File: src/rtl/mem_port_arbiter_pkg.sv
// mem_port_arbiter_pkg: shared state/owner encodings for the memory port arbiter.
`default_nettype none

package mem_port_arbiter_pkg;

    typedef enum logic [1:0] {
        ST_IDLE   = 2'd0,
        ST_D_BUSY = 2'd1,
        ST_I_BUSY = 2'd2,
        ST_RESP   = 2'd3
    } arb_state_t;

    typedef enum logic {
        OWN_I = 1'b0,
        OWN_D = 1'b1
    } arb_owner_t;

    // Fetches are always full-word reads on the shared bus.
    localparam logic [2:0] C_FETCH_MODE = 3'b010;

    function automatic logic is_busy(input arb_state_t s);
        return (s == ST_D_BUSY) || (s == ST_I_BUSY);
    endfunction

endpackage

`default_nettype wire

File: src/rtl/mem_port_arbiter_bus_watchdog.sv
// bus_watchdog: counts cycles while enabled; expired flags the TIMEOUT-th cycle.
`default_nettype none

module bus_watchdog #(
    parameter int TIMEOUT = 64
) (
    input  logic clk,
    input  logic reset,
    input  logic clear,
    input  logic enable,
    output logic expired
);

    localparam int CW = $clog2(TIMEOUT);

    logic [CW-1:0] cnt_q;

    always_ff @(posedge clk or posedge reset) begin
        if (reset) begin
            cnt_q <= '0;
        end else if (clear) begin
            cnt_q <= '0;
        end else if (enable && !expired) begin
            cnt_q <= cnt_q + 1'b1;
        end
    end

    assign expired = enable && (cnt_q == CW'(TIMEOUT - 1));

endmodule

`default_nettype wire

File: src/rtl/mem_port_arbiter.sv
// mem_port_arbiter: shares one memory bus between fetch and data ports of the core,
// one transaction at a time, with D-burst fairness, fetch kill and a bus watchdog.
`default_nettype none

module mem_port_arbiter
    import mem_port_arbiter_pkg::*;
#(
    parameter int ADDR_W      = 32,
    parameter int DATA_W      = 32,
    parameter int MAX_D_BURST = 4,
    parameter int TIMEOUT     = 64
) (
    input  logic              clk,
    input  logic              reset,
    input  logic              i_req,
    input  logic [ADDR_W-1:0] i_adrs,
    input  logic              flush_F,
    output logic [DATA_W-1:0] i_rd,
    output logic              i_valid,
    input  logic              d_req,
    input  logic              d_we,
    input  logic [2:0]        d_mode,
    input  logic [ADDR_W-1:0] d_adrs,
    input  logic [DATA_W-1:0] d_wd,
    output logic [DATA_W-1:0] d_rd,
    output logic              d_valid,
    output logic              stall_F,
    output logic              stall_M,
    output logic              bus_req,
    output logic              bus_we,
    output logic [2:0]        bus_mode,
    output logic [ADDR_W-1:0] bus_adrs,
    output logic [DATA_W-1:0] bus_wd,
    input  logic [DATA_W-1:0] bus_rd,
    input  logic              bus_ack,
    output logic              bus_err
);

    localparam int BW = $clog2(MAX_D_BURST + 1);
    localparam logic [BW-1:0] C_BURST_MAX = BW'(MAX_D_BURST);

    arb_state_t        state_q;
    arb_owner_t        owner_w;
    logic [BW-1:0]     burst_q;
    logic              kill_q;
    logic              i_valid_q, d_valid_q;
    logic [DATA_W-1:0] i_rd_q, d_rd_q;
    logic              bus_req_q, bus_we_q, bus_err_q;
    logic [2:0]        bus_mode_q;
    logic [ADDR_W-1:0] bus_adrs_q;
    logic [DATA_W-1:0] bus_wd_q;

    logic              grant_dport_w, grant_iport_w;
    logic              busy_w, expired_w, done_w;
    logic [DATA_W-1:0] ret_data_w;

    // D wins unless I has waited through a full burst of D grants.
    assign grant_dport_w = d_req && !(i_req && (burst_q == C_BURST_MAX));
    assign grant_iport_w = i_req && !flush_F && !grant_dport_w;

    assign busy_w     = is_busy(state_q);
    assign owner_w    = (state_q == ST_D_BUSY) ? OWN_D : OWN_I;
    assign done_w     = busy_w && (bus_ack || expired_w);
    assign ret_data_w = bus_ack ? bus_rd : '0;

    bus_watchdog #(
        .TIMEOUT (TIMEOUT)
    ) u_watchdog (
        .clk     (clk),
        .reset   (reset),
        .clear   (!busy_w),
        .enable  (busy_w),
        .expired (expired_w)
    );

    always_ff @(posedge clk or posedge reset) begin
        if (reset) begin
            state_q    <= ST_IDLE;
            burst_q    <= '0;
            kill_q     <= 1'b0;
            i_valid_q  <= 1'b0;
            d_valid_q  <= 1'b0;
            i_rd_q     <= '0;
            d_rd_q     <= '0;
            bus_req_q  <= 1'b0;
            bus_we_q   <= 1'b0;
            bus_mode_q <= '0;
            bus_adrs_q <= '0;
            bus_wd_q   <= '0;
            bus_err_q  <= 1'b0;
        end else begin
            i_valid_q <= 1'b0;
            d_valid_q <= 1'b0;
            case (state_q)
                ST_IDLE: begin
                    if (grant_dport_w) begin
                        state_q    <= ST_D_BUSY;
                        bus_req_q  <= 1'b1;
                        bus_we_q   <= d_we;
                        bus_mode_q <= d_mode;
                        bus_adrs_q <= d_adrs;
                        bus_wd_q   <= d_wd;
                        if (!i_req)
                            burst_q <= '0;
                        else if (burst_q != C_BURST_MAX)
                            burst_q <= burst_q + 1'b1;
                    end else if (grant_iport_w) begin
                        state_q    <= ST_I_BUSY;
                        bus_req_q  <= 1'b1;
                        bus_we_q   <= 1'b0;
                        bus_mode_q <= C_FETCH_MODE;
                        bus_adrs_q <= i_adrs;
                        bus_wd_q   <= '0;
                        burst_q    <= '0;
                        kill_q     <= 1'b0;
                    end else if (!i_req) begin
                        burst_q <= '0;
                    end
                end
                ST_D_BUSY, ST_I_BUSY: begin
                    if (flush_F && (owner_w == OWN_I))
                        kill_q <= 1'b1;
                    if (done_w) begin
                        state_q   <= ST_RESP;
                        bus_req_q <= 1'b0;
                        if (!bus_ack)
                            bus_err_q <= 1'b1;
                        if (owner_w == OWN_D) begin
                            d_valid_q <= 1'b1;
                            if (!bus_we_q)
                                d_rd_q <= ret_data_w;
                        end else if (!(kill_q || flush_F)) begin
                            i_valid_q <= 1'b1;
                            i_rd_q    <= ret_data_w;
                        end
                    end
                end
                ST_RESP: begin
                    state_q <= ST_IDLE;
                end
                default: begin
                    state_q <= ST_IDLE;
                end
            endcase
        end
    end

    // A flush arriving in the response cycle still has to swallow the fetch pulse.
    assign i_valid  = i_valid_q && !flush_F;
    assign d_valid  = d_valid_q;
    assign i_rd     = i_rd_q;
    assign d_rd     = d_rd_q;
    assign stall_F  = i_req && !i_valid;
    assign stall_M  = d_req && !d_valid;
    assign bus_req  = bus_req_q;
    assign bus_we   = bus_we_q;
    assign bus_mode = bus_mode_q;
    assign bus_adrs = bus_adrs_q;
    assign bus_wd   = bus_wd_q;
    assign bus_err  = bus_err_q;

endmodule

`default_nettype wire

File: config.mk
export PLATFORM = sky130hd
export DESIGN_NAME = mem_port_arbiter
export DESIGN_NICKNAME = d
export VERILOG_FILES = /design/src/rtl/mem_port_arbiter_pkg.sv /design/src/rtl/mem_port_arbiter_bus_watchdog.sv /design/src/rtl/mem_port_arbiter.sv
export SDC_FILE = /design/constraint.sdc
export NUM_CORES = 1
export LEC_CHECK = 0
export ABC_AREA = 1
export CORE_MARGIN = 2
export CORE_UTILIZATION = 43
export CTS_CLUSTER_DIAMETER = 80
export DETAILED_ROUTE_END_ITERATION = 8
export PLACE_DENSITY = 0.9
export SYNTH_ARGS = -nofsm -noshare
export SYNTH_HDL_FRONTEND = slang
export SYNTH_SLANG_ARGS = --single-unit
File: constraint.sdc
create_clock -name clk -period 5.93 [get_ports clk]
set_input_delay 1.186 -clock clk [delete_from_list [all_inputs] [get_ports clk]]
set_output_delay 1.186 -clock clk [all_outputs]
set_load 0.01 [all_outputs]
==> run metrics <==
IO Pins=276; clock transition at the registers of the reported paths=60 ps; Detailed Route Iter0 Violations=418; Sw Ratio=0.341; CP max stage delay=790 ps; post-synthesis cell count=711; first-pass GRT wire length=30500 µm; HP Class=reg2reg; Critical Path AT=4050 ps; die area=0.0159 mm²; clock power share=0.228; row count=44; Area growth, synth to finish=53.6%; leakage power=0.00481 µW; total global-route track usage=0.241; wirelength, routed=19100 µm; Ys Warns=0; CTS sink cnt=148; f_max=266 MHz; CP max-delay cell=a21oi_4; Cell Area, Synth=0.00641 mm²; Internal Pwr Total=3280 µW; post-layout util=0.677; #FFs+latches synth=148; # Post-CTS Setup Buffers=0; core area=0.0145 mm²; dominant synthesized flop cell=dfrtp_1; Root Buffer=clkbuf_16; Initial Util=0.441; CP required=6220 ps; vias in the first global route=5790; Reg area=0.00370 mm²; I/O Buffers=275; kind of critical path=in2reg; number of fillers in the final layout=1106; Remaining Overflow, GRT=0; crit path buf inv count=3; ys async rst share=1.00; Clock Path Buffers=2; Worst Path Max Fanout=36; syn_area_per_cell=9.01 µm²; placed cells=1131; largest net degree at the start of global routing=116; VDD IR max=0.230 mV; crit path time final=3760 ps; max-cap violations=0; worst clock skew=8.48 ps; average wire per standard cell=16.4 µm; Post-synth EDFFs=0; CP Capture Type=register; CTS tree=built; Post-synth top cells=212 x nand2_1, 148 x dfrtp_1, 83 x inv_1; Die Ht=126 µm; leading post-synthesis cells by cell area=dfrtp_1 58%, nand2_1 12%, o21ai_0 5.6%; Pwr Density=506 mW/mm²; max-slew violation count=0; htree depth=4; drt pass-1 iters=5; Slew HR=0.153; worst-margin pin slew=1270 ps; Hold Buf Count CTS=0; element type at the critical path start=primary input; sw power=1700 µW; Comb pwr share=0.425; Post-DRT Antenna Nets=0; Flop pwr share=0.347; register area share after synthesis=0.578; status=finished, final reports clean; Skew-Pair Late Insertion Delay=410 ps; Final Non-Filler Cells=1162; multi-input logic area=0.00217 mm²; Die X=126 µm; final setup violating endpoints=0; placer congestion estimate=0.784; vias post-DR=5883; RSZ-0062 raised after global routing=false; syn nets=856; synth unique cells=29; area share of the largest cell type after synthesis=0.578; HPWL after DPL=13200 µm; cell taking the most area after synthesis=dfrtp_1; n_diodes=0; Hold Vio Cnt, Final=0; crit-path cells=clkdlybuf4s50_1 > buf_4 > inv_1 > a21oi_4 > nand3_2 > nand2_1 > nand2_1; Residual DRC=0; CP top delay family=simple AND/OR/NAND/NOR gates; crit share post-route=0.635; nets=1111; most numerous cell in the Yosys netlist=nand2_1; TritonCTS Buffers=17; Vias/cell=5.06; antenna violations before repair=0; cts repair resizes=0; setup tns final=0 ps; share of layout cells above drive strength 1=0.0450; most used cell, CP=nand2_1
layer usage:
layer	share of wire	wire length, µm	track usage	vias to the layer above
met2	0.51	9700	0.414	258
met5	0	0	0	-
met3	0.084	1610	0.0688	26
li1	-	-	-	2832
met1	0.39	7410	0.293	2767
met4	0.018	340	0.0776	0
power by group through the flow:
stage	logic [µW]	registers (µW)	clock network, µW
6_report	2120	1730	1130
2_1_floorplan	776	1900	0
3_5_place_dp	2120	1730	0
3_3_place_gp	2060	1720	0
5_1_grt	2310	1790	1190
4_1_cts	2140	1730	1150
worst min-delay path: stages, from the launching register on:
cell	delay, ps
dfrtp_1	340
nand2_1	50
nand2_1	50
stage by stage:
stage / area (µm²) / worst slack, ps / power, µW / hold WS, ps
global placement: 9220 / 1920 / 3780 / 456
floorplan: 6410 / 764 / 2680 / 454
detailed placement: 9220 / 1770 / 3850 / 459
CTS: 9840 / 2180 / 5010 / 477
global route: 9840 / 1960 / 5280 / 510
finish: 9840 / 2170 / 4980 / 475
registers in the layout, indices dropped and copies added (netlist names):
name	cells
bus_adrs	32
bus_wd	32
d_rd	32
i_rd	32
u_watchdog.cnt_q	6
burst_q	3
bus_mode	3
state_q	2
bus_err	1
bus_req	1
bus_we	1
d_valid	1
i_valid_q	1
kill_q	1
final timing paths:
path	endpoint	depth (start not counted)	start	slack, ps
setup reg to reg	i_rd[3]	7	state_q[0]	2760
max in group asynchronous	u_watchdog.cnt_q[1]	3	reset	3470
min in group asynchronous	bus_wd[25]	2	reset	1410
hold / removal	i_rd[0]	2	i_rd[0]	480
hold reg to reg	i_rd[0]	2	i_rd[0]	480
setup / recovery	i_rd[3]	7	bus_ack	2170
placed cells by master, fill, tap and decap left out, types with 2 or more instances in the layout:
| cell | count |
|---|---|
| clkbuf_8 | 2 |
| a21oi_1 | 5 |
| clkinv_4 | 2 |
| nand3_1 | 12 |
| o21ai_0 | 72 |
| clkinv_2 | 3 |
| a22o_1 | 35 |
| clkbuf_16 | 17 |
| o21ai_1 | 32 |
| nand4_1 | 34 |
| buf_4 | 6 |
| clkbuf_1 | 3 |
| nand2_2 | 3 |
| inv_1 | 82 |
| nand2_1 | 210 |
| nor2_2 | 2 |
| bufinv_16 | 4 |
| clkdlybuf4s50_1 | 275 |
| nor2_1 | 11 |
| dfrtp_1 | 148 |
| ha_1 | 7 |
cell type report:
type / count / area share
sequential: 148 / 0.376
timing repair buffer: 281 / 0.284
multi-input combinational: 434 / 0.221
clock buffer: 22 / 0.0472
inverter: 84 / 0.0325
tap: 184 / 0.0234
clock inverter: 9 / 0.0155
kinds of logic after synthesis:
group	synth area share
fa+ha+maj	0.0137
buf+inv	0.0843
simple gates	0.182
mux	0.00156
xor+xnor	0.00137
compound gates	0.139
flops	0.578
Note: power is estimated with default switching activity, not from simulation.
